`config.mk`:
```
export PLATFORM = sky130hd
export DESIGN_NAME = ar_outstanding_limiter_flat
export DESIGN_NICKNAME = d
export VERILOG_FILES = /design/src/rtl/ar_outstanding_limiter_if.sv /design/src/rtl/ar_outstanding_limiter.sv /design/src/flat_wrapper.sv
export SDC_FILE = /design/constraint.sdc
export NUM_CORES = 1
export LEC_CHECK = 0
export CAP_MARGIN = 5
export CORE_MARGIN = 2
export CORE_UTILIZATION = 55
export DETAILED_ROUTE_END_ITERATION = 10
export PLACE_DENSITY_LB_ADDON = 0.25
export SKIP_LAST_GASP = 1
export SLEW_MARGIN = 20
export SYNTH_ARGS = -nofsm -noshare
export SYNTH_HDL_FRONTEND = slang
export SYNTH_SLANG_ARGS = --single-unit
export TNS_END_PERCENT = 50
```
`constraint.sdc`:
```
create_clock -name clk -period 5.1 [get_ports clk]
set_input_delay 0.51 -clock clk [delete_from_list [all_inputs] [get_ports clk]]
set_output_delay 0.51 -clock clk [all_outputs]
set_load 0.05 [all_outputs]
```
`src/rtl/ar_outstanding_limiter_if.sv`:
```
// AXI read-address channel bundle: valid/ready handshake plus AR payload fields.
// master drives valid and payload, slave drives ready.
interface ar_outstanding_limiter_if #(
  parameter int ID_WIDTH    = 4,
  parameter int ADDR_WIDTH  = 32,
  parameter int LEN_WIDTH   = 8,
  parameter int SIZE_WIDTH  = 3,
  parameter int BURST_WIDTH = 2,
  parameter int QOS_WIDTH   = 4
);
  logic                   valid;
  logic                   ready;
  logic [ID_WIDTH-1:0]    id;
  logic [ADDR_WIDTH-1:0]  addr;
  logic [LEN_WIDTH-1:0]   len;
  logic [SIZE_WIDTH-1:0]  size;
  logic [BURST_WIDTH-1:0] burst;
  logic [QOS_WIDTH-1:0]   qos;

  modport master (output valid, id, addr, len, size, burst, qos, input ready);
  modport slave  (input valid, id, addr, len, size, burst, qos, output ready);
endinterface

```
`src/rtl/ar_outstanding_limiter.sv`:
```
// AR credit gate: admits reads while global and per-ID in-flight counts are below limit,
// returns credit on R last-beat handshakes; single registered AR stage, full throughput.
module ar_outstanding_limiter #(
  parameter int ID_WIDTH        = 4,
  parameter int ADDR_WIDTH      = 32,
  parameter int LEN_WIDTH       = 8,
  parameter int SIZE_WIDTH      = 3,
  parameter int BURST_WIDTH     = 2,
  parameter int QOS_WIDTH       = 4,
  parameter int MAX_OUTSTANDING = 16,
  parameter int MAX_PER_ID      = 4,
  localparam int CNT_W          = $clog2(MAX_OUTSTANDING + 1)
) (
  input  logic                        clk,
  input  logic                        rst,
  ar_outstanding_limiter_if.slave     ar_in,
  ar_outstanding_limiter_if.master    ar_out,
  input  logic                        r_mon_valid,
  input  logic                        r_mon_ready,
  input  logic                        r_mon_last,
  input  logic [ID_WIDTH-1:0]         r_mon_id,
  output logic [CNT_W-1:0]            outstanding,
  output logic                        limit_stall,
  output logic                        err_underflow
);
  localparam int NUM_IDS = 1 << ID_WIDTH;
  localparam int PER_W   = $clog2(MAX_PER_ID + 1);

  logic                   ar_out_valid_q, ar_out_valid_d;
  logic [ID_WIDTH-1:0]    id_q, id_d;
  logic [ADDR_WIDTH-1:0]  addr_q, addr_d;
  logic [LEN_WIDTH-1:0]   len_q, len_d;
  logic [SIZE_WIDTH-1:0]  size_q, size_d;
  logic [BURST_WIDTH-1:0] burst_q, burst_d;
  logic [QOS_WIDTH-1:0]   qos_q, qos_d;
  logic [CNT_W-1:0]       outstanding_q, outstanding_d;
  logic                   err_q, err_d;
  logic [PER_W-1:0]       id_cnt_q [NUM_IDS];
  logic [PER_W-1:0]       id_cnt_d [NUM_IDS];
  logic [NUM_IDS-1:0]     id_inc, id_dec;

  logic slot_free, credit_ok, accept, ret;

  // credit_ok deliberately uses registered counts: a same-cycle return never unblocks an accept.
  assign slot_free   = !ar_out_valid_q || ar_out.ready;
  assign credit_ok   = (outstanding_q < CNT_W'(MAX_OUTSTANDING)) &&
                       (id_cnt_q[ar_in.id] < PER_W'(MAX_PER_ID));
  assign ar_in.ready = !rst && slot_free && credit_ok;
  assign limit_stall = !rst && ar_in.valid && slot_free && !credit_ok;
  assign accept      = ar_in.valid && ar_in.ready;
  assign ret         = r_mon_valid && r_mon_ready && r_mon_last;

  assign ar_out.valid = ar_out_valid_q;
  assign ar_out.id    = id_q;
  assign ar_out.addr  = addr_q;
  assign ar_out.len   = len_q;
  assign ar_out.size  = size_q;
  assign ar_out.burst = burst_q;
  assign ar_out.qos   = qos_q;
  assign outstanding  = outstanding_q;
  assign err_underflow = err_q;

  always_comb begin
    ar_out_valid_d = ar_out_valid_q;
    id_d    = id_q;
    addr_d  = addr_q;
    len_d   = len_q;
    size_d  = size_q;
    burst_d = burst_q;
    qos_d   = qos_q;
    if (accept) begin
      ar_out_valid_d = 1'b1;
      id_d    = ar_in.id;
      addr_d  = ar_in.addr;
      len_d   = ar_in.len;
      size_d  = ar_in.size;
      burst_d = ar_in.burst;
      qos_d   = ar_in.qos;
    end else if (ar_out.ready) begin
      ar_out_valid_d = 1'b0;
    end
  end

  // Global counter saturates at 0 on a spurious return.
  always_comb begin
    outstanding_d = outstanding_q;
    if (accept && !ret)
      outstanding_d = outstanding_q + CNT_W'(1);
    else if (ret && !accept && outstanding_q != '0)
      outstanding_d = outstanding_q - CNT_W'(1);
    err_d = err_q || (ret && (outstanding_q == '0 || id_cnt_q[r_mon_id] == '0));
  end

  for (genvar gi = 0; gi < NUM_IDS; gi++) begin : g_id_cnt
    assign id_inc[gi] = accept && (ar_in.id == ID_WIDTH'(gi));
    assign id_dec[gi] = ret && (r_mon_id == ID_WIDTH'(gi));
    assign id_cnt_d[gi] =
      (id_inc[gi] && !id_dec[gi]) ? id_cnt_q[gi] + PER_W'(1) :
      (id_dec[gi] && !id_inc[gi] && id_cnt_q[gi] != '0) ? id_cnt_q[gi] - PER_W'(1) :
      id_cnt_q[gi];
  end

  always_ff @(posedge clk) begin
    if (rst) begin
      ar_out_valid_q <= 1'b0;
      id_q           <= '0;
      addr_q         <= '0;
      len_q          <= '0;
      size_q         <= '0;
      burst_q        <= '0;
      qos_q          <= '0;
      outstanding_q  <= '0;
      err_q          <= 1'b0;
      for (int i = 0; i < NUM_IDS; i++) id_cnt_q[i] <= '0;
    end else begin
      ar_out_valid_q <= ar_out_valid_d;
      id_q           <= id_d;
      addr_q         <= addr_d;
      len_q          <= len_d;
      size_q         <= size_d;
      burst_q        <= burst_d;
      qos_q          <= qos_d;
      outstanding_q  <= outstanding_d;
      err_q          <= err_d;
      for (int i = 0; i < NUM_IDS; i++) id_cnt_q[i] <= id_cnt_d[i];
    end
  end
endmodule
```
`src/flat_wrapper.sv`:
```
// flat-port wrapper written by rule: the top's interface ports become plain ports
module ar_outstanding_limiter_flat 
#(
  parameter int ID_WIDTH        = 4,
  parameter int ADDR_WIDTH      = 32,
  parameter int LEN_WIDTH       = 8,
  parameter int SIZE_WIDTH      = 3,
  parameter int BURST_WIDTH     = 2,
  parameter int QOS_WIDTH       = 4,
  parameter int MAX_OUTSTANDING = 16,
  parameter int MAX_PER_ID      = 4,
  localparam int CNT_W          = $clog2(MAX_OUTSTANDING + 1)
)
  (clk, rst, r_mon_valid, r_mon_ready, r_mon_last, r_mon_id, outstanding, limit_stall, err_underflow, ar_in_valid, ar_in_id, ar_in_addr, ar_in_len, ar_in_size, ar_in_burst, ar_in_qos, ar_in_ready, ar_out_valid, ar_out_id, ar_out_addr, ar_out_len, ar_out_size, ar_out_burst, ar_out_qos, ar_out_ready);
  ar_outstanding_limiter_if #(.ID_WIDTH(ID_WIDTH), .ADDR_WIDTH(ADDR_WIDTH), .LEN_WIDTH(LEN_WIDTH), .SIZE_WIDTH(SIZE_WIDTH), .BURST_WIDTH(BURST_WIDTH), .QOS_WIDTH(QOS_WIDTH)) ar_in_i ();
  ar_outstanding_limiter_if #(.ID_WIDTH(ID_WIDTH), .ADDR_WIDTH(ADDR_WIDTH), .LEN_WIDTH(LEN_WIDTH), .SIZE_WIDTH(SIZE_WIDTH), .BURST_WIDTH(BURST_WIDTH), .QOS_WIDTH(QOS_WIDTH)) ar_out_i ();
  input  logic clk;
  input  logic rst;
  input  logic r_mon_valid;
  input  logic r_mon_ready;
  input  logic r_mon_last;
  input  logic [ID_WIDTH-1:0] r_mon_id;
  output logic [CNT_W-1:0] outstanding;
  output logic limit_stall;
  output logic err_underflow;
  input wire logic [$bits(ar_in_i.valid)-1:0] ar_in_valid;
  input wire logic [$bits(ar_in_i.id)-1:0] ar_in_id;
  input wire logic [$bits(ar_in_i.addr)-1:0] ar_in_addr;
  input wire logic [$bits(ar_in_i.len)-1:0] ar_in_len;
  input wire logic [$bits(ar_in_i.size)-1:0] ar_in_size;
  input wire logic [$bits(ar_in_i.burst)-1:0] ar_in_burst;
  input wire logic [$bits(ar_in_i.qos)-1:0] ar_in_qos;
  output wire logic [$bits(ar_in_i.ready)-1:0] ar_in_ready;
  output wire logic [$bits(ar_out_i.valid)-1:0] ar_out_valid;
  output wire logic [$bits(ar_out_i.id)-1:0] ar_out_id;
  output wire logic [$bits(ar_out_i.addr)-1:0] ar_out_addr;
  output wire logic [$bits(ar_out_i.len)-1:0] ar_out_len;
  output wire logic [$bits(ar_out_i.size)-1:0] ar_out_size;
  output wire logic [$bits(ar_out_i.burst)-1:0] ar_out_burst;
  output wire logic [$bits(ar_out_i.qos)-1:0] ar_out_qos;
  input wire logic [$bits(ar_out_i.ready)-1:0] ar_out_ready;
  assign ar_in_i.valid = ar_in_valid;
  assign ar_in_i.id = ar_in_id;
  assign ar_in_i.addr = ar_in_addr;
  assign ar_in_i.len = ar_in_len;
  assign ar_in_i.size = ar_in_size;
  assign ar_in_i.burst = ar_in_burst;
  assign ar_in_i.qos = ar_in_qos;
  assign ar_in_ready = ar_in_i.ready;
  assign ar_out_valid = ar_out_i.valid;
  assign ar_out_id = ar_out_i.id;
  assign ar_out_addr = ar_out_i.addr;
  assign ar_out_len = ar_out_i.len;
  assign ar_out_size = ar_out_i.size;
  assign ar_out_burst = ar_out_i.burst;
  assign ar_out_qos = ar_out_i.qos;
  assign ar_out_i.ready = ar_out_ready;
  ar_outstanding_limiter #(.ID_WIDTH(ID_WIDTH), .ADDR_WIDTH(ADDR_WIDTH), .LEN_WIDTH(LEN_WIDTH), .SIZE_WIDTH(SIZE_WIDTH), .BURST_WIDTH(BURST_WIDTH), .QOS_WIDTH(QOS_WIDTH), .MAX_OUTSTANDING(MAX_OUTSTANDING), .MAX_PER_ID(MAX_PER_ID)) u_core (.clk(clk), .rst(rst), .ar_in(ar_in_i), .ar_out(ar_out_i), .r_mon_valid(r_mon_valid), .r_mon_ready(r_mon_ready), .r_mon_last(r_mon_last), .r_mon_id(r_mon_id), .outstanding(outstanding), .limit_stall(limit_stall), .err_underflow(err_underflow));
endmodule
```
==> flow_summary.json, run 1 <==
{
  "ctsResizeCount": 0,
  "yosys.area_share.xor_xnor_pct": 3.22,
  "start_util_pct": 55.9,
  "cts.hold.buffers_added": 0,
  "path_cells": "clkdlybuf4s50_1 > mux2_2 > a41oi_2 > nand4_1 > nor3_1 > inv_1 > fa_1 > a211oi_1 > o21ai_0 > nor3b_1",
  "port_buffers": 125,
  "min_period_over_period_pct": 79.6,
  "fin_crit_ns": 4.06,
  "synthArstFlopShare_pct": 0,
  "critPathSlowestCell": "a41oi_2",
  "synth.net_count": 818,
  "timing.hold.ws_ns": 0.460,
  "rsz0062_at_grt": "no",
  "htreeDepth": 3,
  "cpPeakStageDelay_ns": 0.72,
  "synth_mux_area_share_pct": 7.77,
  "synth_compound_area_share_pct": 12.6,
  "cts.sinks": 108,
  "via_per_inst": 5.86,
  "drive_gt1_share_pct": 6.57,
  "synth.avg_cell_area_um2": 8.14,
  "num_rows": 38,
  "drtIter0Drc": 444,
  "grt_pass1_wl_mm": 25.6,
  "setup_tns_ns": 0,
  "ir_worst_vdd_uv": 186,
  "fmax_mhz": 246,
  "synth_top_family_by_area": "simple AND/OR/NAND/NOR gates",
  "p_leak_uw": 0.00264,
  "p_per_area_mw_per_mm2": 258,
  "clk_latency_ns": 0.38,
  "slew_headroom_pct": 32.5,
  "grt_pass1_vias": 5344,
  "antenna_found_initial": 0,
  "fin_nets": 916,
  "route.vias.total": 5726,
  "wl_mm": 16.0,
  "grt_max_degree": 65,
  "post_cts_buffers": 0,
  "diodes": 0,
  "ant_nets": 0,
  "grt.total_usage_pct": 27.4,
  "fin_skew_ns": 0.0126,
  "synth-seq-cells": 108,
  "core-area_mm2": 0.0107,
  "layout_setup_ws_ns": 1.04,
  "firstDrtPassIters": 5,
  "post-place-ws_ns": 0.810,
  "drc": 0,
  "clockBufferDepth": 2,
  "min_path_type": "reg2reg",
  "synth_edf_count": 0,
  "dp_hpwl_mm": 11.7,
  "cts_made_buffers": 9,
  "ys_seq_area_share_pct": 36.2,
  "path_max_fanout": 17,
  "wl_per_cell_um": 16.4,
  "report.final.slew_viol_count": 0,
  "ys_types": 60,
  "die_h_um": 108,
  "maxCapViolCount": 0,
  "netlist_area_mm2": 0.00598,
  "top_level_ports": 126,
  "yosysWarnings": 0,
  "grt-ovfl-total": 0,
  "setup_viol_count_final": 0,
  "synth_fa_ha_area_share_pct": 6.32,
  "synth_cells": 734,
  "tritoncts": "yes",
  "cp-end-kind": "flip-flop",
  "startpoint_type": "primary input",
  "outcome": "finished clean",
  "worst-endpoint-arrival_ns": 4.30,
  "die_x_um": 108,
  "hold_viol_final": 0,
  "clk_pin_slew_ns": 0.11,
  "tightest_slew_ns": 1.01,
  "synth_flop_cell": "dfxtp_1",
  "dieArea_mm2": 0.0117,
  "cts_root_buf": "clkbuf_8",
  "crit_type": "in2reg",
  "gp_congestion": 0.920,
  "yosys.area_share.simple_pct": 29.9,
  "area_growth_pct": 25.4,
  "required_ns": 5.35
}
==> worst max-delay path, delay by kind of cell <==
| kind | cells | cell delay [ns] |
|---|---|---|
| and+or+nand+nor | 3 | 1.18 |
| AOI/OAI and AO/OA | 3 | 1.08 |
| buffers and inverters | 2 | 0.69 |
| adders and majority gates | 1 | 0.46 |
| muxes | 1 | 0.38 |
==> metal layers <==
metal	GRT usage, %	vias up	part of all wire [%]
li1	-	2760	-
met1	35.2	2719	42
met2	46.5	210	49
met3	3.68	37	6.2
met4	11.4	0	2.7
met5	0	-	0
==> cell families (layout without fill, tap and decap cells) <==
kind of cell	Yosys count	after routing
AOI/OAI and AO/OA	124	124
xor gates and xnor gates	22	22
adders and majority gates	20	20
buffers and inverters	59	162
DFF	108	108
muxes	38	38
and+or+nand+nor	363	363
==> placed cells by master (no fill, tap or decap), types with 3 or more instances in the layout <==
cell type and count:
nand3_1 29, a21oi_1 68, a31oi_1 6, nor4_1 3, and4_1 4, xnor2_1 21, a211oi_1 3, mux4_2 5
nand2b_1 8, nor3_1 39, mux2_2 14, ha_1 3, and3b_1 3, a21o_1 4, and3_1 5, nor3b_1 9
nor2_1 59, nor2b_1 9, clkdlybuf4s50_1 124, buf_4 5, dfxtp_1 108, mux2i_1 16, a22oi_1 6, inv_1 15
or3_1 18, nand3b_1 6, nor4b_1 3, fa_1 17, nand4_1 16, mux2_1 3, o31ai_1 3, o21a_1 3
nand2_1 137, clkbuf_8 9, o21ai_0 16
==> worst paths after layout <==
path | cells after the start | startpoint | slack [ns] | to
setup / recovery | 10 | ar_in_id[1] | 1.04 | u_core.id_cnt_q[0][2]
hold / removal | 2 | u_core.ar_out.addr[6] | 0.46 | u_core.ar_out.addr[6]
setup reg to reg | 9 | u_core.id_cnt_q[13][2] | 1.45 | u_core.id_cnt_q[0][2]
hold reg to reg | 2 | u_core.ar_out.addr[6] | 0.46 | u_core.ar_out.addr[6]
==> per-stage QoR <==
stage / instances / util, % / total power, uW / area (um^2)
detailed placement: 960 / 67.8 / 1390 / 7260
finish: 977 / 70.1 / 1930 / 7490
global route: 977 / 70.1 / 2020 / 7490
floorplan: 734 / - / 1220 / 5980
global placement: 960 / 67.8 / 1380 / 7260
CTS: 976 / 69.8 / 1940 / 7470
==> state kept, by name (all words and copies together) (netlist names) <==
name                  cells
u_core.ar_out.qos         4
u_core.ar_out.id          4
u_core.ar_out.len         8
u_core.ar_out.burst       2
u_core.ar_out.size        3
u_core.ar_out.valid       1
u_core.outstanding        5
u_core.err_underflow      1
u_core.ar_out.addr       32
u_core.id_cnt_q          48
==> where the power goes <==
part | leakage, uW | switching [uW] | internal [uW]
Combinational | 0.00166 | 296 | 180
Clock | 0.000103 | 316 | 235
Sequential | 0.000877 | 27.6 | 880
Total | 0.00264 | 639 | 1290
==> layout make-up <==
type / count / area, um^2
multi-input combinational: 567 / 3580
fill: 861 / 3200
sequential: 108 / 2160
timing repair buffer: 130 / 1310
tap: 140 / 175
clock buffer: 9 / 124
clock inverter: 7 / 85.1
inverter: 16 / 61.3
==> cell usage after synthesis, drive strengths merged, types with 3 or more instances <==
master / number / share of area [%]
fa: 17 / 5.7
nand2: 138 / 8.7
nand3: 30 / 2.7
a31oi: 6 / 0.63
a21o: 4 / 0.50
o31ai: 3 / 0.38
ha: 3 / 0.63
nor2: 61 / 3.9
nor2b: 9 / 0.94
mux4: 5 / 1.9
nor4: 5 / 0.73
and3: 5 / 0.52
a21oi: 68 / 5.7
o21ai: 16 / 1.3
mux2: 17 / 3.2
and4: 4 / 0.59
xnor2: 21 / 3.1
nand2b: 8 / 0.84
nor4b: 3 / 0.44
a211oi: 3 / 0.38
nor3b: 9 / 1.1
o21a: 3 / 0.38
nand4: 17 / 1.9
a22oi: 7 / 1.1
or3: 19 / 2.1
clkbuf: 33 / 2.1
dfxtp: 108 / 36
nor3: 41 / 3.6
and3b: 3 / 0.44
inv: 15 / 0.94
mux2i: 16 / 2.7
buf: 10 / 0.96
nand3b: 6 / 0.75
No activity file was read; power rests on OpenSTA's default activity.
==> inputs of run 2 (changes only) <==
- CORE_UTILIZATION: 55 -> 47
- clock period: 5.1 -> 3.3 ns (I/O delays scaled with it)
==> flow_summary.json, run 2 (same netlist as run 1, synthesis figures left out) <==
{
  "outcome": "finished clean",
  "clk_latency_ns": 0.36,
  "wl_per_cell_um": 16.0,
  "cts.sinks": 108,
  "crit_type": "in2reg",
  "cts_root_buf": "clkbuf_16",
  "use_met1_pct": 30.5,
  "placedCellCount": 1041,
  "post-place-ws_ns": -0.335,
  "required_ns": 3.55,
  "start_util_pct": 47.7,
  "maxCapViolCount": 0,
  "busiest_layer": "met2",
  "top_level_ports": 126,
  "clk_pin_slew_ns": 0.07,
  "grt.total_usage_pct": 24.7,
  "final_area_mm2": 0.00802,
  "final_util_pct": 64.1,
  "min_period_over_period_pct": 95.1,
  "min_path_type": "in2reg",
  "grt-ovfl-total": 0,
  "via_per_inst": 5.58,
  "antenna_found_initial": 0,
  "diodes": 0,
  "gp_congestion": 0.947,
  "die_h_um": 117,
  "slew_headroom_pct": 44.7,
  "grt_use_met3_pct": 4.00,
  "htreeDepth": 3,
  "die_x_um": 117,
  "tightest_slew_ns": 0.829,
  "cts.hold.buffers_added": 0,
  "p_per_area_mw_per_mm2": 407,
  "dp_hpwl_mm": 12.5,
  "dieArea_mm2": 0.0136,
  "tritoncts": "yes",
  "rsz0062_at_grt": "no",
  "layout_common_cells": "137 x nand2_1, 121 x clkdlybuf4s50_1, 108 x dfxtp_1, 68 x a21oi_1, 59 x nor2_1",
  "cts_made_buffers": 9,
  "setup_viol_count_final": 0,
  "setup_tns_ns": 0,
  "cp-end-kind": "flip-flop",
  "report.final.slew_viol_count": 0,
  "grt_max_degree": 111,
  "drive_gt1_share_pct": 12.4,
  "startpoint_type": "primary input",
  "num_rows": 41,
  "fin_cells": 1058,
  "hold_viol_final": 0,
  "port_buffers": 125,
  "ir_worst_vdd_uv": 246,
  "largest-register": "u_core.id_cnt_q",
  "core-area_mm2": 0.0125,
  "fin_skew_ns": 0.0111,
  "dpl-instance-area_mm2": 0.00770,
  "path_max_fanout": 5,
  "route.vias.total": 5906,
  "fin_nets": 965,
  "layout_setup_ws_ns": 0.163,
  "grt_pass1_wl_mm": 26.5,
  "ant_nets": 0,
  "grt_pass1_vias": 5510,
  "drtIter0Drc": 414,
  "groute.layer.met2.usage_pct": 42.9,
  "drc": 0,
  "final_common_cell": "nand2_1",
  "fmax_mhz": 319,
  "area_growth_pct": 34.3,
  "num-fill-cells": 1073,
  "p_leak_uw": 0.00294,
  "fin_crit_ns": 3.14,
  "clockBufferDepth": 2,
  "wl_mm": 16.9,
  "worst-endpoint-arrival_ns": 3.38,
  "firstDrtPassIters": 5,
  "largest_reg_flops": 48
}
## run 2: area by class of cell
cell class	count	area, um^2	area share (%)
clock buffers	10	239	2.98
clock inverters	6	52.6	0.655
inverters	16	61.3	0.764
multi-input cells	567	3600	44.9
flip-flops and latches	108	2160	26.9
well taps	172	215	2.68
repair buffers	179	1690	21.1
## run 2: what timing repair did
action | CTS | global route
buffers inserted | 0 | 1
resized for setup | 0 | 4
endpoints found under the setup margin | 0 | 11
## run 2: final timing paths
path / start / endpoint / slack, ns / depth (start not counted)
worst max-delay path: ar_in_id[2] / u_core.outstanding[4] / 0.16 / 13
worst max register to register: u_core.id_cnt_q[14][2] / u_core.outstanding[4] / 0.20 / 12
worst min-delay path: rst / u_core.outstanding[2] / 0.42 / 4
worst min register to register: u_core.err_underflow / u_core.err_underflow / 0.45 / 2
## run 2: through the flow
stage                     total power, uW  hold WS (ns)
final                                3260         0.419
after CTS                            3280         0.399
after floorplan                      1890         0.462
after global routing                 3390         0.472
after detailed placement             2220         0.444
after global placement               2200         0.439
## run 2: critical path: stages
cell             delay, ns
clkdlybuf4s50_1       0.56
mux4_2                0.34
buf_4                 0.16
a22oi_4               0.22
nand3_4               0.13
or3_4                 0.44
clkinv_2              0.07
fa_1                  0.20
inv_1                 0.05
a21o_1                0.16
a21oi_1               0.16
mux2i_1               0.22
mux2_1                0.33
## run 2: routing by layer
| layer | part of all wire, % | wire, um | vias up |
|---|---|---|---|
| met2 | 51 | 8640 | 178 |
| li1 | - | - | 2861 |
| met1 | 41 | 7000 | 2835 |
| met5 | 0 | 0 | - |
| met4 | 2.4 | 397 | 0 |
| met3 | 5.0 | 846 | 32 |
## run 2: power by group
part | internal [uW] | total, uW | switching (uW)
clock | 547 | 1070 | 525
sequential | 1360 | 1400 | 40.8
combinational | 324 | 793 | 468
total | 2230 | 3260 | 1030
==> inputs of run 3 (changes only) <==
- CORE_UTILIZATION: 47 -> 55
- DONT_BUFFER_PORTS: not set -> 1
==> flow_summary.json, run 3 (same netlist as run 1, synthesis figures left out) <==
{
  "p_leak_uw": 0.00220,
  "core-area_mm2": 0.0107,
  "antenna_found_initial": 0,
  "drtIter0Drc": 369,
  "grt_max_degree": 113,
  "grt_pass1_wl_mm": 23.2,
  "ant_nets": 0,
  "die_h_um": 108,
  "fin_cells": 860,
  "ir_worst_vdd_uv": 236,
  "via_per_inst": 6.14,
  "cts.sinks": 108,
  "min_period_over_period_pct": 94.0,
  "hold_end": "u_core.id_cnt_q[4][2]",
  "min_path_cells": 1,
  "worst-endpoint-arrival_ns": 3.37,
  "swShare_pct": 34.0,
  "fin_skew_ns": 0.0135,
  "fin_crit_ns": 3.10,
  "wl_mm": 14.8,
  "final_common_cell": "nand2_1",
  "setup_tns_ns": 0,
  "path_max_fanout": 7,
  "wl_per_cell_um": 17.2,
  "power.share.clock_pct": 28.7,
  "area_growth_pct": 4.86,
  "netSwitchingPower_uw": 920,
  "outcome": "finished clean",
  "dpl-instance-area_mm2": 0.00608,
  "report.final.slew_viol_count": 0,
  "p_per_area_mw_per_mm2": 432,
  "r2r_end": "u_core.outstanding[4]",
  "post_cts_buffers": 0,
  "die_x_um": 108,
  "crit_type": "reg2reg",
  "setup_viol_count_final": 0,
  "rsz0062_at_grt": "no",
  "cp-end-kind": "flip-flop",
  "layout_common_cells": "137 x nand2_1, 108 x dfxtp_1, 68 x a21oi_1, 59 x nor2_1, 39 x nor3_1",
  "largest-register": "u_core.id_cnt_q",
  "p_comb_share_pct": 13.3,
  "start_util_pct": 55.9,
  "final_area_mm2": 0.00627,
  "tightest_slew_ns": 0.961,
  "ctsResizeCount": 0,
  "clk_latency_ns": 0.38,
  "grt_pass1_vias": 4870,
  "r2r-start": "u_core.id_cnt_q[14][2]",
  "cts_made_buffers": 9,
  "port_buffers": 0,
  "num-fill-cells": 1005,
  "seqPwrFrac_pct": 58.0,
  "diodes": 0,
  "firstDrtPassIters": 7,
  "drc": 0,
  "min_path_type": "in2reg",
  "hold_viol_final": 0,
  "top_level_ports": 126,
  "fin_nets": 799,
  "hp-start": "rst",
  "rr_worst_depth": 11,
  "final_util_pct": 58.6,
  "dp_hpwl_mm": 10.7,
  "route.vias.total": 5284,
  "startpoint_type": "flip-flop",
  "maxCapViolCount": 0,
  "placedCellCount": 844,
  "cts.hold.buffers_added": 0,
  "required_ns": 3.57,
  "fmax_mhz": 323,
  "rrSetupSlack_ns": 0.20,
  "p_int_uw": 1790,
  "grt-ovfl-total": 0,
  "cts_root_buf": "clkbuf_8",
  "clockBufferDepth": 2,
  "grt.total_usage_pct": 24.9,
  "htreeDepth": 3,
  "slew_headroom_pct": 35.7,
  "largest_reg_flops": 48,
  "drive_gt1_share_pct": 8.61,
  "num_rows": 38,
  "clk_pin_slew_ns": 0.11,
  "tritoncts": "yes",
  "dieArea_mm2": 0.0117,
  "gp_congestion": 0.920
}
==> run 3: cell types whose count changed in the layout (fill, tap and decap cells not counted), sizes merged <==
| cell | delta |
|---|---|
| inv | -1 |
| dlymetal6s2s | -1 |
| buf | -44 |
| clkdlybuf4s50 | -121 |
| clkinv | +1 |
==> run 3: stage by stage <==
stage | hold slack, ns | total power, uW | setup WS, ns
final | 0.0294 | 2710 | 0.199
after global routing | 0.000711 | 2820 | 0.0264
after CTS | 0.00757 | 2730 | 0.205
after detailed placement | 0.414 | 1960 | 0.212
after global placement | 0.413 | 1940 | 0.271
after floorplan | 0.462 | 1890 | 0.150
==> run 3: worst max-delay path by stage <==
stage | startpoint | endpoint | slack, ns | depth (start not counted)
after floorplan | ar_in_id[2] | u_core.outstanding[4] | 0.15 | 10
after global placement | ar_in_id[1] | u_core.outstanding[4] | 0.27 | 11
after detailed placement | ar_in_id[1] | u_core.outstanding[4] | 0.21 | 11
after CTS | u_core.id_cnt_q[14][2] | u_core.outstanding[4] | 0.20 | 11
after global routing | u_core.id_cnt_q[14][2] | u_core.id_cnt_q[0][2] | 0.03 | 10
final | u_core.id_cnt_q[14][2] | u_core.outstanding[4] | 0.20 | 11
==> run 3: area by class of cell <==
class                   count  area [um^2]  area share [%]
flip-flops and latches    108         2160            34.5
multi-input cells         567         3590            57.2
repair buffers             13         97.6            1.56
clock buffers              10          128            2.04
clock inverters             6         55.1           0.879
inverters                  16         61.3           0.978
well taps                 140          175            2.80
==> run 3: critical path: stages, from the launching register on <==
cell and delay, ns:
dfxtp_1 0.35, mux4_2 0.52, a22oi_4 0.25, nand3_4 0.15, or3_4 0.46, clkinv_2 0.10, fa_1 0.21, inv_1 0.05
a21o_1 0.17, a21oi_1 0.17, mux2i_1 0.22, mux2_1 0.33
==> run 3: power groups by stage <==
stage          sequential [uW]  clock (uW)  combinational, uW
2_1_floorplan             1600           0                296
3_3_place_gp              1600           0                340
3_5_place_dp              1600           0                356
4_1_cts                   1570         800                357
5_1_grt                   1580         843                396
6_report                  1570         777                360
==> run 3: metal layers <==
| metal | part of all wire [%] | GRT usage (%) | wire length [um] |
|---|---|---|---|
| met2 | 48 | 42.6 | 7140 |
| met1 | 41 | 30.7 | 6120 |
| met5 | 0 | 0 | 0 |
| met3 | 7.5 | 5.06 | 1110 |
| met4 | 2.9 | 10.2 | 425 |
==> patch 1, RTL diff (flow settings as in run 2) <==
`SIZE_WIDTH` is set to 3 in 3 places; all go to 2.
--- a/src/rtl/ar_outstanding_limiter_if.sv
+++ b/src/rtl/ar_outstanding_limiter_if.sv
@@ -4,7 +4,7 @@
   parameter int ID_WIDTH    = 4,
   parameter int ADDR_WIDTH  = 32,
   parameter int LEN_WIDTH   = 8,
-  parameter int SIZE_WIDTH  = 3,
+  parameter int SIZE_WIDTH  = 2,
   parameter int BURST_WIDTH = 2,
   parameter int QOS_WIDTH   = 4
 );
--- a/src/rtl/ar_outstanding_limiter.sv
+++ b/src/rtl/ar_outstanding_limiter.sv
@@ -4,7 +4,7 @@
   parameter int ID_WIDTH        = 4,
   parameter int ADDR_WIDTH      = 32,
   parameter int LEN_WIDTH       = 8,
-  parameter int SIZE_WIDTH      = 3,
+  parameter int SIZE_WIDTH      = 2,
   parameter int BURST_WIDTH     = 2,
   parameter int QOS_WIDTH       = 4,
   parameter int MAX_OUTSTANDING = 16,
--- a/src/flat_wrapper.sv
+++ b/src/flat_wrapper.sv
@@ -4,7 +4,7 @@
   parameter int ID_WIDTH        = 4,
   parameter int ADDR_WIDTH      = 32,
   parameter int LEN_WIDTH       = 8,
-  parameter int SIZE_WIDTH      = 3,
+  parameter int SIZE_WIDTH      = 2,
   parameter int BURST_WIDTH     = 2,
   parameter int QOS_WIDTH       = 4,
   parameter int MAX_OUTSTANDING = 16,
Interface: changed (resized ar_in_size and ar_out_size); port bits go from 126 to 124. No check against the original RTL was run, so the function may have changed too.
==> patch 1 against run 2 <==
Design area decreased by 2.5%; synthesized area decreased by 1.7%; power decreased by 3.3%; largest cell class unchanged; die area decreased by 1.7%; utilization increased by 0.47 points; routed wire length decreased by 3.6%; worst setup slack improved by 0.036 ns; cell count decreased by 3.5%; sequential cell count decreased by 1.
==> patch 1: results (changes against run 2) <==
Global route
  • First-pass GRT wire length: 25,700 microns (-3.0%)
  • GR Util All Layers: 24.3% (-0.37 points)
  • Vias in the first global route: 5,443 (-1.2%)

Outcome
  • Status: finished, final reports clean

Timing
  • Clock skew: 0.00910 ns (-0.00198 ns)
  • Slew headroom: 48.2% (+3.5 points)

Layout
  • Clock buffers: 9 (-1)
  • Signal buffers: 167 (-6.7%)
  • Area of the multi-input gates: 3530 sq um (-1.9%)
  • Register area: 2140 sq um (-0.93%)
  • Clock buf/inv share: 3.63% (about the same)
  • Final nets: 931 (-3.5%)
  • Fin util: 64.6% (+0.47 points)
  • Buffering overhead: 20.6% (-0.49 points)

Placement
  • Dpl hpwl: 12,100 microns (-2.8%)
  • Port Buf Inserts: 123 (-1.6%)

Hold path
  • Worst hold path startpoint: u_core.ar_out.id[1]$_SDFFE_PP0P_
  • Worst Hold Class: reg2reg
  • Hold Path Stages: 2 (-2)

Synthesis
  • Compound-gate portion of the synthesized area: 16.0% (+3.4 points)
  • Mux cell area share after synthesis: 6.61% (-1.2 points)
  • Xor/xnor share of the synthesized area: 3.28% (+0.057 points)
  • Synth cell types: 70 (+17%)
  • Most frequent cells after synthesis: nand2_1 (136), dfxtp_1 (107), a21oi_1 (64), nor2_1 (61), nor3_1 (30)
  • Post-Synth Adder-Cell Area: 6.44% (+0.11 points)

Route
  • Post-Route M1 WL: 6610 microns (-5.5%)
  • Final WL: 16,300 microns (-3.6%)
  • Met3 routed WL: 716 microns (-15%)

Floorplan
  • Width of the die: 116 microns (-0.84%)

Worst setup path
  • R2r endpoint: u_core.id_cnt_q[3][2]$_SDFFE_PP0P_
  • R2R Setup Slk: 0.52 ns (+0.32 ns)
  • Arrival time worst endpoint: 3.32 ns (-0.06 ns)
  • R2R cell count: 10 (-2)

Pwr
  • Worst IR Drop VDD: 0.249 mV (+1.0%)
  • Static leakage: 2.79 nW (-5.0%)

Clock network
  • # clock sinks: 107 (-0.93%)
==> patch 1: per-layer routing <==
| layer | up-vias | global-route usage, % |
|---|---|---|
| li1 | 2757 | - |
| met5 | - | 0 |
| met4 | 0 | 13.1 |
| met2 | 172 | 41.9 |
| met1 | 2683 | 28.8 |
| met3 | 55 | 4.24 |
==> patch 1: worst max path at each step <==
stage | startpoint | endpoint | slack (ns) | cells after the start
finish | ar_in_valid | u_core.id_cnt_q[3][2]$_SDFFE_PP0P_ | 0.20 | 11
global route | ar_in_valid | u_core.id_cnt_q[3][2]$_SDFFE_PP0P_ | 0.06 | 11
CTS | ar_in_id[2] | u_core.id_cnt_q[4][2]$_SDFFE_PP0P_ | 0.22 | 12
detailed placement | ar_in_valid | u_core.id_cnt_q[3][2]$_SDFFE_PP0P_ | -0.11 | 11
global placement | ar_in_id[1] | u_core.outstanding[4]$_SDFFE_PP0P_ | 0.03 | 12
floorplan | u_core.outstanding[4]$_SDFFE_PP0P_ | u_core.outstanding[4]$_SDFFE_PP0P_ | 0.50 | 11
==> patch 1: worst max-delay path, stage by stage <==
cell and delay, ns:
clkdlybuf4s50_1 0.47, nor2b_1 0.37, nand4b_1 0.33, a211oi_2 0.37
and2_1 0.20, inv_1 0.08, fa_1 0.43, or3_1 0.37
mux2i_1 0.18, xnor2_1 0.14, nor2_1 0.05
==> patch 1: stage by stage <==
step                      setup TNS (ns)  power [mW]  cells  hold WS [ns]
after floorplan                        0        1.84    707         0.462
after global placement                 0        2.11   1004         0.441
after detailed placement          -0.373        2.14   1005         0.446
after CTS                              0        3.18   1021         0.457
after global routing                   0        3.28   1021         0.469
final                                  0        3.16   1021         0.455
==> patch 2, RTL diff (config.mk and constraints of run 2) <==
Made on the original files. Register the output `err_underflow` once more, without a reset; this adds one clock of latency there. The other outputs are not delayed to match.
--- a/src/rtl/ar_outstanding_limiter.sv
+++ b/src/rtl/ar_outstanding_limiter.sv
@@ -58,7 +58,9 @@
   assign ar_out.burst = burst_q;
   assign ar_out.qos   = qos_q;
   assign outstanding  = outstanding_q;
-  assign err_underflow = err_q;
+  always_ff @(posedge clk) begin
+    err_underflow <= err_q;
+  end
 
   always_comb begin
     ar_out_valid_d = ar_out_valid_q;
Check against the original RTL: not equivalent (a bounded check fails within 4 cycles, from zero or initial values and one cycle with rst high).
==> patch 2 against run 2 <==
Worst setup slack better by 0.027 ns; sequential cell count up 1; count of clock-buffer cells in the layout down 1; design area up 0.75%; highest routed layer unchanged; routed wire length down 2.8%; power up 3.5%; synthesized area up 0.40%; die area up 0.39%; critical path depth down 4.
==> patch 2: results (changes against run 2) <==
Outcome
  • Status: finished, final reports clean

Hold path
  • Worst hold path startpoint: u_core.err_q$_SDFF_PP0_
  • Hold Path Stages: 0 (-4)
  • Worst Hold Class: reg2reg

Worst setup path
  • Slowest stage delay, CP: 0.51 ns (-0.05 ns)
  • R2r endpoint: u_core.id_cnt_q[3][2]$_SDFFE_PP0P_
  • Worst setup path startpoint: u_core.id_cnt_q[11][2]$_SDFFE_PP0P_
  • Arrival time worst endpoint: 3.32 ns (-0.06 ns)
  • Crit path max fanout: 4 (-1)
  • Setup CP Type: reg2reg

Global route
  • Grt met2 use: 43.2% (+0.39 points)
  • Met3 Use GR: 3.76% (-0.24 points)
  • First-pass GRT wire length: 26,300 microns (-0.88%)
  • Met1 usage: 30.1% (-0.48 points)
  • Largest net degree at the start of global routing: 88 (-21%)
  • Vias in the first global route: 5,518 (+0.15%)

Synthesis
  • Synth cell types: 57 (-5.0%)
  • Synth area leaders: dfxtp_1 (36%), nand2_1 (8.3%), fa_1 (5.7%)
  • Most frequent cells after synthesis: nand2_1 (132), dfxtp_1 (109), nor2_1 (65), a21oi_1 (62), nor3_1 (39)
  • Syn Inst Count: 720 (-1.9%)
  • Post-synth net total: 805 (-1.6%)
  • Sequential area share after synthesis: 36.4% (+0.19 points)

Placement
  • Dpl hpwl: 12,800 microns (+2.4%)
  • Post-DP Area: 7760 sq um (+0.67%)
  • DP Cell Count: 1,038 (-0.29%)
  • Gpl congestion: 0.886 (-6.4%)

Layout
  • Nonclk inv count: 14 (-2)
  • Multi-input combinational area share: 44.4% (-0.49 points)
  • Signal buffers: 186 (+3.9%)
  • Clock buf/inv share: 4.06% (+0.42 points)
  • Fillers: 1,111 (+3.5%)
  • Layout cells sized above 1: 12.7% (+0.28 points)
  • Final nets: 962 (-0.31%)
  • Sequential share of cell area: 27.0% (+0.047 points)
  • #MultiIn Comb: 557 (-1.8%)
  • Synth-to-layout area growth: 34.7%

Pwr
  • Static leakage: 2.95 nW (+0.31%)
  • Power density over the cells: 418 nW/um^2 (+2.7%)

Timing
  • Slew headroom: 40.3% (-4.4 points)
  • Hold slack: 0.351 ns (-0.0681 ns)
  • Clock skew: 0.0102 ns (-0.000924 ns)

Route
  • Wire length per cell: 15.6 microns (-2.5%)
  • Via density: 5.40 (-3.3%)
  • DR vias: 5,689 (-3.7%)
  • DRT iter0 DRCs: 321 (-22%)
patch 2: changes by cell type after synthesis, sizes merged, moves of 6 or more:
cell,delta
a21oi,-6
a32oi,+9
buf,+8
clkbuf,-11
nand2,-6
nand2b,+16
nand3,-10
patch 2: routing by layer:
metal  wire (microns)  vias to the layer above
met5                0                        -
met4              325                        0
met3             1030                       22
met2             8060                      174
met1             6990                     2663
li1                 -                     2830
patch 2: kinds of logic (layout without fill, tap and decap cells):
family / Yosys count / after routing / share of synthesized area, %
muxes: 43 / 43 / 8.76
and+or+nand+nor: 360 / 360 / 29.5
DFF: 109 / 109 / 36.4
adders and majority gates: 21 / 21 / 6.51
xor gates and xnor gates: 21 / 21 / 3.07
AOI/OAI and AO/OA: 112 / 112 / 11.7
buffers and inverters: 54 / 216 / 4.11
patch 2: critical path: cells and delay by family, from the launching register on:
| kind | cells | cell delay (ns) |
|---|---|---|
| mux | 2 | 0.68 |
| fa+ha+maj | 1 | 0.46 |
| compound gates | 1 | 0.30 |
| simple gates | 4 | 1.01 |
| xor+xnor | 1 | 0.14 |
| flops | 1 | 0.37 |
patch 2: where the power goes:
| group | switching (mW) | total, mW | internal [mW] |
|---|---|---|---|
| Sequential | 0.0416 | 1.41 | 1.37 |
| Clock | 0.557 | 1.17 | 0.617 |
| Combinational | 0.464 | 0.789 | 0.325 |
patch 2: timing repair:
item | CTS | global route
hold buffers | 0 | 0
endpoints found under the setup margin | 2 | 0
gates resized for setup | 1 | 0
patch 2: per-stage QoR:
stage	setup slack [ns]	utilization [%]	TNS, ns	power [mW]
floorplan	0.0851	-	0	1.91
global placement	-0.333	62.0	-3.76	2.22
detailed placement	-0.402	62.0	-5.73	2.23
CTS	0.198	64.6	0	3.40
global route	0.0395	64.6	0	3.52
finish	0.191	64.6	0	3.38
